===== src/rtl/seq_det_pkg.sv =====
// Shared types and defaults for the serial pattern detector.
//   state_e      : detector FSM states (S_FILL while the window is filling,
//                  S_HUNT once it holds a full pattern length of bits)
//   DEF_*        : default parameter values used by seq_detector_p
//   pat_w_legal  : elaboration-time range check for the pattern width
package seq_det_pkg;

  typedef enum logic {
    S_FILL = 1'b0,
    S_HUNT = 1'b1
  } state_e;

  localparam int unsigned DEF_PAT_W   = 3;
  localparam logic [2:0]  DEF_PATTERN = 3'b101;
  localparam int unsigned DEF_OVERLAP = 1;
  localparam int unsigned DEF_CNT_W   = 8;
  localparam int unsigned PAT_W_MIN   = 2;
  localparam int unsigned PAT_W_MAX   = 16;

  function automatic bit pat_w_legal(input int unsigned w);
    return (w >= PAT_W_MIN) && (w <= PAT_W_MAX);
  endfunction

endpackage


===== src/rtl/seq_detector_p_sat_counter.sv =====
// Saturating up-counter with synchronous clear.
//   clk, reset_n : clock, asynchronous active-low reset
//   clr          : synchronous clear; applied before inc on the same edge
//   inc          : add one (holds at all-ones)
//   cnt          : registered count
//   sat          : registered flag, high while cnt is all-ones
module sat_counter #(
  parameter int unsigned W = 8
) (
  input  logic         clk,
  input  logic         reset_n,
  input  logic         clr,
  input  logic         inc,
  output logic [W-1:0] cnt,
  output logic         sat
);

  logic [W-1:0] cnt_q, cnt_d;
  logic         sat_q, sat_d;

  always_ff @(posedge clk or negedge reset_n) begin
    if (!reset_n) begin
      cnt_q <= '0;
      sat_q <= 1'b0;
    end else begin
      cnt_q <= cnt_d;
      sat_q <= sat_d;
    end
  end

  // Clear first, then count, so a clear coinciding with an increment yields 1.
  always_comb begin
    cnt_d = clr ? '0 : cnt_q;
    if (inc && (cnt_d != '1)) begin
      cnt_d = cnt_d + W'(1);
    end
    sat_d = (cnt_d == '1);
  end

  assign cnt = cnt_q;
  assign sat = sat_q;

endmodule


===== src/rtl/seq_detector_p.sv =====
// Serial bit-pattern detector with runtime-loadable pattern and match counter.
//   clk, reset_n  : clock, asynchronous active-low reset
//   din/din_valid : serial input bit, sampled only when din_valid is high
//   cfg_load      : load cfg_pattern (MSB = first bit) and restart the window
//   cnt_clr       : synchronous clear of match_cnt
//   dout          : registered one-cycle pulse, one cycle after the final bit
//   match_cnt     : saturating match count; cnt_sat high at all-ones
module seq_detector_p
  import seq_det_pkg::*;
#(
  parameter int unsigned      PAT_W   = DEF_PAT_W,
  parameter logic [PAT_W-1:0] PATTERN = PAT_W'(DEF_PATTERN),
  parameter int unsigned      OVERLAP = DEF_OVERLAP,
  parameter int unsigned      CNT_W   = DEF_CNT_W
) (
  input  logic             clk,
  input  logic             reset_n,
  input  logic             din,
  input  logic             din_valid,
  input  logic             cfg_load,
  input  logic [PAT_W-1:0] cfg_pattern,
  input  logic             cnt_clr,
  output logic             dout,
  output logic [CNT_W-1:0] match_cnt,
  output logic             cnt_sat
);

  if (!pat_w_legal(PAT_W)) begin : g_bad_pat_w
    $error("seq_detector_p: PAT_W must be in 2..16");
  end

  localparam int unsigned      FILL_W    = $clog2(PAT_W + 1);
  localparam logic [FILL_W-1:0] FILL_LAST = FILL_W'(PAT_W - 1);

  state_e             state_q,   state_d;
  logic [PAT_W-1:0]   window_q,  window_d;
  logic [PAT_W-1:0]   pattern_q, pattern_d;
  logic [FILL_W-1:0]  fill_q,    fill_d;
  logic               dout_q,    dout_d;

  logic [PAT_W-1:0]   window_shift;
  logic               window_full;
  logic               hit;

  // State register
  always_ff @(posedge clk or negedge reset_n) begin
    if (!reset_n) begin
      state_q   <= S_FILL;
      window_q  <= '0;
      fill_q    <= '0;
      pattern_q <= PATTERN;
      dout_q    <= 1'b0;
    end else begin
      state_q   <= state_d;
      window_q  <= window_d;
      fill_q    <= fill_d;
      pattern_q <= pattern_d;
      dout_q    <= dout_d;
    end
  end

  // Match decode: the compare uses the window as it will look after this
  // edge, so a hit is registered on the same edge that samples the last bit.
  always_comb begin
    window_shift = {window_q[PAT_W-2:0], din};
    window_full  = (state_q == S_HUNT) || (fill_q == FILL_LAST);
    hit          = din_valid && !cfg_load && window_full &&
                   (window_shift == pattern_q);
  end

  // Next-state logic
  always_comb begin
    state_d   = state_q;
    window_d  = window_q;
    fill_d    = fill_q;
    pattern_d = pattern_q;
    if (cfg_load) begin
      // Restarting the fill count is enough to discard old window contents.
      pattern_d = cfg_pattern;
      fill_d    = '0;
      state_d   = S_FILL;
    end else if (din_valid) begin
      window_d = window_shift;
      if (hit && (OVERLAP == 0)) begin
        fill_d  = '0;
        state_d = S_FILL;
      end else begin
        unique case (state_q)
          S_FILL: begin
            fill_d = fill_q + FILL_W'(1);
            if (fill_q == FILL_LAST) begin
              state_d = S_HUNT;
            end
          end
          S_HUNT: begin
            state_d = S_HUNT;
          end
          default: begin
            state_d = S_FILL;
          end
        endcase
      end
    end
  end

  // Output logic
  always_comb begin
    dout_d = hit;
  end

  assign dout = dout_q;

  sat_counter #(
    .W (CNT_W)
  ) u_cnt (
    .clk     (clk),
    .reset_n (reset_n),
    .clr     (cnt_clr),
    .inc     (hit),
    .cnt     (match_cnt),
    .sat     (cnt_sat)
  );

endmodule


===== config.mk =====
export PLATFORM = sky130hd
export DESIGN_NAME = seq_detector_p
export DESIGN_NICKNAME = d
export VERILOG_FILES = /design/src/rtl/seq_det_pkg.sv /design/src/rtl/seq_detector_p_sat_counter.sv /design/src/rtl/seq_detector_p.sv
export SDC_FILE = /design/constraint.sdc
export NUM_CORES = 1
export LEC_CHECK = 0
export ABC_AREA = 1
export ABC_CLOCK_PERIOD_IN_PS = 2350
export CAP_MARGIN = 20
export CORE_MARGIN = 2
export CORE_UTILIZATION = 42
export DETAILED_ROUTE_END_ITERATION = 7
export PLACE_DENSITY_LB_ADDON = 0.15
export SYNTH_ARGS = -nofsm -noshare
export SYNTH_HDL_FRONTEND = slang
export SYNTH_SLANG_ARGS = --single-unit

===== constraint.sdc =====
create_clock -name clk -period 2.35 [get_ports clk]
set_input_delay 0.5875 -clock clk [delete_from_list [all_inputs] [get_ports clk]]
set_output_delay 0.5875 -clock clk [all_outputs]
set_load 0.01 [all_outputs]

==> impl_metrics.csv <==
group,metric,value,unit
critical_path,crit_end,"u_cnt.sat$_DFF_PN0_",
routing,vias_per_cell,4.687,
logic_synthesis,synth.top_cell.area_share,35.44,%
timing,period_needed,1.905,ns
routing,drt_wl_total,2.110,mm
cts,insertion_delay,0.29,ns
routing,vias,914,
cts,cts_made_buffers,3,
timing,fmax,525.0,MHz
logic_synthesis,synth_common_cells,"45 x nand2_1, 19 x inv_1, 16 x dfrtp_1",
global_routing,globalRouteOverflowTotal,0,
floorplanning,fp.dieH,55.87,um
cts,cts_tree,"yes",
critical_path,reg2reg_from,"fill_q[0]$_DFFE_PN0P_",
global_routing,antenna_found_initial,0,
logic_synthesis,synthCells,143,
timing,rsz0062_at_grt,"false",
routing,post-route-drc-count,0,
logic_synthesis,synth_edf_count,0,
logic_synthesis,seq_area_frac_synth,40.09,%
critical_path,r2r_end,"u_cnt.sat$_DFF_PN0_",
floorplanning,die_w,55.87,um
timing,maxSlewHeadroom,82.89,%
flow_run,cap_violations,0,
final_layout,final_cells,195,
global_routing,first_global_vias,936,
pwr,fin_total_pwr,0.0006560,W
routing,post_drt_wl_per_cell,10.82,um
timing,finalClockSkew,0.004912,ns
cts,clk_pin_slew,0.10,ns
critical_path,cp-startpoint,"cnt_clr",
placement,place.port_buffers,18,
cts,post_cts_buffers,0,
critical_path,critPathKind,"input pin to flop",
placement,place_area,1340,um2
critical_path,cp_data_arrival_time,2.14,ns
pwr,p_clk_share,29.5,%
critical_path,reg2reg_depth,12,
status,status,"complete, no violations",
pwr,power.leakage,0.7065,nW
cts,htree_levels,1,
floorplanning,die_area,3121,um2
logic_synthesis,synth_top_cell_by_area,"dfrtp_1",
cts,cts_num_sinks,18,
final_layout,n_antenna_cell,0,
routing,drtIter0Drc,9,
timing,tns,0,ns
floorplanning,initial_core_util,44.79,%
timing,tightest_slew,0.2562,ns
critical_path,crit_path_end_kind,"flop",
routing,drtAntennaViolNets,0,
global_routing,grt_max_degree,19,
cts,clk_path_buf_depth,2,
critical_path,cp_max_fo,15,
logic_synthesis,ys_types,26,
cts,hold_buffers,0,
final_layout,drive_gt1_share,19.39,%
cts,ctsRootBufferMaster,"clkbuf_4",
critical_path,start_kind,"input pin",
timing,setup_viol,0,
routing,drtPass1Iterations,4,
pwr,power_density,476.6,nW/um2
timing,period_share,81.05,%
logic_synthesis,yosys_warnings,0,
global_routing,grt_pass1_wl,3.967,mm
logic_synthesis,synth-seq-cells,18,
min_path,hp-class,"flop to flop",
critical_path,required,2.58,ns
final_layout,stdcell_area,1376,um2
placement,post-dp-hpwl,1.724,mm
cts,cts_resized,0,
logic_synthesis,synth_top_cells_by_area,"dfrtp_1 35%, nand2_1 15%, inv_1 6.3%",
floorplanning,core_area,2522,um2
pwr,p_int,0.0004711,W
final_layout,area_growth,21.82,%
floorplanning,io_pins,19,
pwr,swShare,28.18,%
logic_synthesis,syn-mean-instance-area,7.901,um2
pwr,p_comb_share,18.3,%
timing,hold_viol_final,0,
global_routing,grt_use_total,15.95,%
logic_synthesis,async_flop_share,100.0,%
critical_path,reg2reg_slack,0.76,ns
pwr,vdd_drop_max,0.2926,mV
logic_synthesis,synth_nets,153,
final_layout,nets,176,
logic_synthesis,synth.most_common_cell,"nand2_1",
placement,finalWeightedCongestion,0.8599,
floorplanning,rows,18,
logic_synthesis,synth_flop_cell,"dfrtp_1",
pwr,p_switching,0.0001849,W
final_layout,fillers,250,
pwr,seqPwrFrac,52.2,%
placement,dp_cells,191,
timing,drv_slew,0,
logic_synthesis,syn_area,1130,um2
## stage by stage
stage	worst slack [ns]	hold slack, ns	util [%]
after floorplan	0.8276	0.2919	-
after global placement	0.1504	0.4874	53.13
after detailed placement	0.1223	0.4938	53.13
after CTS	0.4261	0.5136	54.56
after global routing	0.2934	0.5611	54.56
final	0.4453	0.5079	54.56
## final cells by class
class,count,area [um2],area share (%)
multi-input combinational,100,566.8,41.18
inverter,23,87.58,6.364
timing repair buffer,20,195.2,14.18
sequential,18,452.9,32.91
tap,30,37.54,2.727
clock buffer,4,36.28,2.636
## registers in the layout, indices dropped and copies added, names as in the netlist
signal / cells
dout: 1
fill_q: 2
pattern_q: 3
state_q: 1
u_cnt.cnt: 8
u_cnt.sat: 1
window_q: 2
## cell usage in the layout (no fill, tap or decap)
cell type / n
nand3_2: 2
nor2_2: 4
ha_1: 1
xor2_1: 2
o21ai_0: 5
nor2_8: 1
nand2_4: 2
clkdlybuf4s50_1: 18
clkinv_2: 1
clkbuf_8: 1
nand3_1: 9
nor3_1: 1
nand3_4: 2
nor2_1: 9
clkinv_1: 1
nand2_2: 5
nor2_4: 3
dfstp_2: 2
dfrtp_1: 16
o21ai_2: 1
inv_2: 2
buf_4: 2
inv_1: 19
nand2_1: 45
a211oi_1: 1
clkbuf_4: 3
xor2_2: 1
o31ai_1: 1
nand4_1: 5
## layer usage
layer  up-vias  part of all wire, %  GRT usage, %
li1        485                    -             -
met1       410                   44         19.08
met2        15                   51         28.40
met3         4                  3.2         2.791
met4         0                  1.4         6.122
met5         -                    0             0
## worst max-delay path: stages
cell and delay [ns]:
clkdlybuf4s50_1 0.41, inv_2 0.21, nand3_4 0.13, nor2_4 0.21, nand2_4 0.10, nand3_4 0.10, xor2_2 0.19, nand3_1 0.10
nor2_1 0.08
## cells by family after synthesis
family                   share of synthesized area, %
XOR/XNOR                                        2.991
AND/OR/NAND/NOR                                 41.75
AO/OA/AOI/OAI                                   4.319
flip-flops                                      40.09
adder cells (fa/ha/maj)                         1.107
buffers and inverters                           9.745
## how the worst min path moves through the flow
stage / endpoint / cells past startpoint / startpoint
3_3_place_gp: pattern_q[2]$_DFFE_PN1P_ / 2 / pattern_q[2]$_DFFE_PN1P_
4_1_cts: pattern_q[2]$_DFFE_PN1P_ / 2 / pattern_q[2]$_DFFE_PN1P_
3_5_place_dp: pattern_q[2]$_DFFE_PN1P_ / 2 / pattern_q[2]$_DFFE_PN1P_
5_1_grt: pattern_q[0]$_DFFE_PN1P_ / 2 / pattern_q[0]$_DFFE_PN1P_
6_report: pattern_q[0]$_DFFE_PN1P_ / 2 / pattern_q[0]$_DFFE_PN1P_
2_1_floorplan: dout$_DFF_PN0_ / 0 / reset_n
## power by group through the flow
stage / Sequential, W / Combinational (W) / Clock [W]
2_1_floorplan: 0.000347 / 0.0000832 / 0
3_3_place_gp: 0.000348 / 0.000119 / 0
3_5_place_dp: 0.000349 / 0.000123 / 0
4_1_cts: 0.000343 / 0.000123 / 0.000202
5_1_grt: 0.000346 / 0.000138 / 0.000218
6_report: 0.000342 / 0.000120 / 0.000193
(Power assumes the default switching activity.)
